`config.mk`:
```
export PLATFORM = sky130hd
export DESIGN_NAME = shiftreg_deser
export DESIGN_NICKNAME = d
export VERILOG_FILES = /design/src/rtl/shiftreg_deser.sv
export SDC_FILE = /design/constraint.sdc
export NUM_CORES = 1
export LEC_CHECK = 0
export CAP_MARGIN = 20
export CORE_MARGIN = 3
export CORE_UTILIZATION = 45
export DETAILED_ROUTE_END_ITERATION = 7
export DONT_BUFFER_PORTS = 1
export PLACE_DENSITY_LB_ADDON = 0.1
export SETUP_SLACK_MARGIN = 0.4
export SYNTH_ARGS = -nofsm -noshare
export SYNTH_HDL_FRONTEND = slang
export SYNTH_SLANG_ARGS = --single-unit
```
`constraint.sdc`:
```
create_clock -name clk -period 3.45 [get_ports clk]
set_clock_uncertainty 0.15 [all_clocks]
set_input_delay 0.1725 -clock clk [delete_from_list [all_inputs] [get_ports clk]]
set_output_delay 0.1725 -clock clk [all_outputs]
set_load 0.03 [all_outputs]
```
`src/rtl/shiftreg_deser.sv`:
```
// Serial-in/parallel-out receiver, MSB first, with a valid/ready holding register for each word.
// Define DESER_PARITY_EN to expect a trailing even-parity bit after every N data bits.
module shiftreg_deser #(
    parameter int N = 8
) (
    input  logic         clk,
    input  logic         reset_n,
    input  logic         sin,
    input  logic         sin_valid,
    input  logic         start,
    output logic [N-1:0] q,
    output logic         q_valid,
    input  logic         q_ready,
    output logic         busy,
    output logic         overrun,
    output logic         frame_err,
    output logic         parity_err
);

`ifdef DESER_PARITY_EN
    localparam int L = N + 1;
`else
    localparam int L = N;
`endif
    // The shifter only keeps the bits received before the final one of a word.
    localparam int SRW = L - 1;
    localparam int CW  = (L > 2) ? $clog2(L) : 1;
    localparam logic [CW-1:0] LAST = CW'(L - 1);

    logic [SRW-1:0] r_sr;
    logic [CW-1:0]  r_cnt;
    logic [N-1:0]   r_q;
    logic           r_q_valid;
    logic           r_overrun;
    logic           r_frame_err;

    logic [N-1:0]   w_word;
    logic           w_complete;
    logic           w_accept;
    logic [CW-1:0]  w_cnt_next;

    assign w_complete = sin_valid & ~start & (r_cnt == LAST);

`ifdef DESER_PARITY_EN
    logic r_parity_err;

    function automatic logic even_parity_ok(input logic [N-1:0] data, input logic par);
        return ~(^data ^ par);
    endfunction

    assign w_word     = r_sr;
    assign w_accept   = w_complete & even_parity_ok(r_sr, sin);
    assign parity_err = r_parity_err;

    always_ff @(posedge clk or negedge reset_n) begin
        if (!reset_n) begin
            r_parity_err <= 1'b0;
        end else begin
            r_parity_err <= w_complete & ~even_parity_ok(r_sr, sin);
        end
    end
`else
    assign w_word     = {r_sr, sin};
    assign w_accept   = w_complete;
    assign parity_err = 1'b0;
`endif

    always_comb begin
        w_cnt_next = r_cnt;
        if (sin_valid) begin
            if (start) begin
                w_cnt_next = CW'(1);
            end else if (r_cnt == LAST) begin
                w_cnt_next = '0;
            end else begin
                w_cnt_next = r_cnt + 1'b1;
            end
        end
    end

    // Receive side: shifter, bit counter and framing pulse.
    always_ff @(posedge clk or negedge reset_n) begin
        if (!reset_n) begin
            r_sr        <= '0;
            r_cnt       <= '0;
            r_frame_err <= 1'b0;
        end else begin
            r_frame_err <= sin_valid & start & (r_cnt != '0);
            r_cnt       <= w_cnt_next;
            if (sin_valid) begin
                r_sr <= SRW'({r_sr, sin});
            end
        end
    end

    // Holding register: a consume and a reload may land on the same edge.
    always_ff @(posedge clk or negedge reset_n) begin
        if (!reset_n) begin
            r_q       <= '0;
            r_q_valid <= 1'b0;
            r_overrun <= 1'b0;
        end else begin
            r_overrun <= w_accept & r_q_valid & ~q_ready;
            if (w_accept) begin
                if (!r_q_valid || q_ready) begin
                    r_q       <= w_word;
                    r_q_valid <= 1'b1;
                end
            end else if (r_q_valid && q_ready) begin
                r_q_valid <= 1'b0;
            end
        end
    end

    assign q         = r_q;
    assign q_valid   = r_q_valid;
    assign busy      = (r_cnt != '0);
    assign overrun   = r_overrun;
    assign frame_err = r_frame_err;

endmodule

```
==> flow_metrics.tcl <==
set metrics [dict create \
    crit_path_top_delay_cell "dlygate4sd3_1" \
    root_buffer "clkbuf_4" \
    ys_ff_latch 21 \
    cp.required_ps 3480 \
    synth_cell_type_count 17 \
    gp_congestion 0.659 \
    grt_start_max_net_pins 22 \
    finalMaxSlewViolations 0 \
    portBuffers 0 \
    yosysTopAreaCellShare 0.598 \
    clkTransAtPathRegs_ps 100 \
    hold_class "in -> reg" \
    drt.antenna.violating_nets 0 \
    worstMarginPinSlew_ps 892 \
    dp_slack_ps 1520 \
    htreeDepth 1 \
    drc 0 \
    cpPeakStageDelay_ps 850 \
    netlist_area_um2 878 \
    wl_mm 1.26 \
    cts_setup_buffers 0 \
    start_util 0.493 \
    diodes 0 \
    path_cells "dlygate4sd3_1 -> nand3b_1 -> nor2b_2 -> mux2_4" \
    die_w_um 50.2 \
    ctsResizeCount 0 \
    finalPower_w 0.000549 \
    max_freq_mhz 487 \
    cts_hold_buffers 6 \
    tns_ps 0 \
    wl_per_cell_um 13.6 \
    grt_remaining_overflow 0 \
    synth_cells 61 \
    n_fill_cell 154 \
    grt_pass1_vias 462 \
    cts_tree "done" \
    grt_use_total 0.115 \
    critical_path_class "in -> reg" \
    path_max_fanout 13 \
    maxCapViolations 0 \
    arrival_ps 2080 \
    dp_cells 83 \
    cts_buffer_depth 2 \
    rsz0062_at_grt "no" \
    avgViaCountPerCell 4.78 \
    drt_iter0_drc 8 \
    grt_pass1_wl_mm 2.13 \
    yosysSeqAreaShare 0.598 \
    num-nets-final 78 \
    drive_above_1_share 0.279 \
    syn2layout_area_growth_pct 10.7 \
    drtPass1Iterations 2 \
    period_needed_ps 2050 \
    syn_avg_cell_area_um2 14.4 \
    synth_area_leaders "dfrtp_1 (60%), mux2_4 (14%), mux2_2 (9.0%)" \
    cp-end-kind "flop" \
    utilization 0.545 \
    num_vias 445 \
    setup_viol 0 \
    final.period_utilization 0.595 \
    die_area_mm2 0.00252 \
    rows 15 \
    status "completed" \
    multi_input_area_um2 318 \
    cts_buffers 3 \
    die_h_um 50.2 \
    ys_warn_count 0 \
    maxSlewHeadroom 0.403 \
    hold_violations 0 \
    timing.final.ws_setup_ps 1400 \
    core_area_mm2 0.00178 \
    syn-num-nets 70 \
    worst_setup_path_start_kind "input port" \
    cts_num_sinks 21 \
    final_cells 93 \
    ios 19 \
    clk_latency_ps 290 \
    antenna_found_initial 0 \
    power_density_mw_per_mm2 564 \
    yosysTopAreaCell "dfrtp_1" \
    power_leakage_nw 0.463 \
    register_area_um2 526 \
    ir_worst_vdd_mv 0.288 \
]
==> path summary, 6_finish.rpt <==
kind	start	endpoint	slack (ps)	depth (start not counted)
setup reg to reg	r_cnt[0]	q[1]	1510	5
hold reg to reg	r_sr[6]	q[7]	380	1
setup / recovery	sin_valid	q[1]	1400	4
hold / removal	sin_valid	r_cnt[2]	10	3
max in group asynchronous	reset_n	q[0]	2310	1
min in group asynchronous	reset_n	q[4]	290	1
==> cells by family (layout without fill, tap and decap cells) <==
logic type	after synthesis	after routing	synth area share
flops	21	21	0.598
simple gates	11	11	0.0655
other cells	1	1	0.00427
buf+inv	6	13	0.0399
mux	15	15	0.227
fa+ha+maj	3	3	0.0427
compound gates	4	4	0.0228
==> cell usage after synthesis, drive strengths merged <==
| master | count |
|---|---|
| dfrtp | 21 |
| mux2 | 15 |
| nand2 | 4 |
| o21ai | 4 |
| buf | 3 |
| ha | 3 |
| inv | 3 |
| nor2 | 2 |
| nor2b | 2 |
| and3 | 1 |
| conb | 1 |
| nand2b | 1 |
| nand3b | 1 |
==> state kept, by name, indices dropped and copies added (netlist names) <==
| signal | flops |
|---|---|
| overrun | 1 |
| r_sr | 7 |
| q | 8 |
| r_cnt | 3 |
| frame_err | 1 |
| q_valid | 1 |
==> critical path, delay by kind of cell <==
family / cells / cell delay (ps)
buffers and inverters: 1 / 850
multiplexers: 1 / 340
AND/OR/NAND/NOR: 2 / 710
==> through the flow <==
stage	cell area, µm²	hold slack [ps]
CTS	972	5.54
global placement	886	-273
detailed placement	886	-273
finish	972	14.7
floorplan	878	-273
global route	972	44.2
==> routing by layer <==
metal	part of all wire	track usage	wire, µm	vias up
met5	0	0	0	-
met4	0	0.0415	0	0
met3	0.061	0.0415	77	0
met2	0.45	0.172	567	15
met1	0.49	0.153	615	214
li1	-	-	-	216
==> final cells by class <==
class | count | area share
inverter | 3 | 0.0116
timing repair buffer | 6 | 0.0618
clock buffer | 4 | 0.0270
tap | 25 | 0.0322
sequential | 21 | 0.541
multi-input combinational | 34 | 0.327
==> report_power, final <==
group	total (W)	switching, W	internal, W
sequential	0.000355	0.0000665	0.000289
clock	0.000112	0.0000670	0.0000449
combinational	0.0000819	0.0000315	0.0000503
total	0.000549	0.000165	0.000384
==> layout by cell type (no fill, tap or decap) <==
master and count:
dlygate4sd3_1 6, conb_1 1, dfrtp_1 21, nor2b_2 1, ha_1 3, nand2_1 4, clkbuf_1 1, nand3b_1 1
inv_1 3, and3_1 1, mux2_4 8, nand2b_1 1, nor2_1 2, o21ai_0 4, mux2_2 7, clkbuf_4 3
nor2b_1 1
Power figures use the tool's default switching activity.
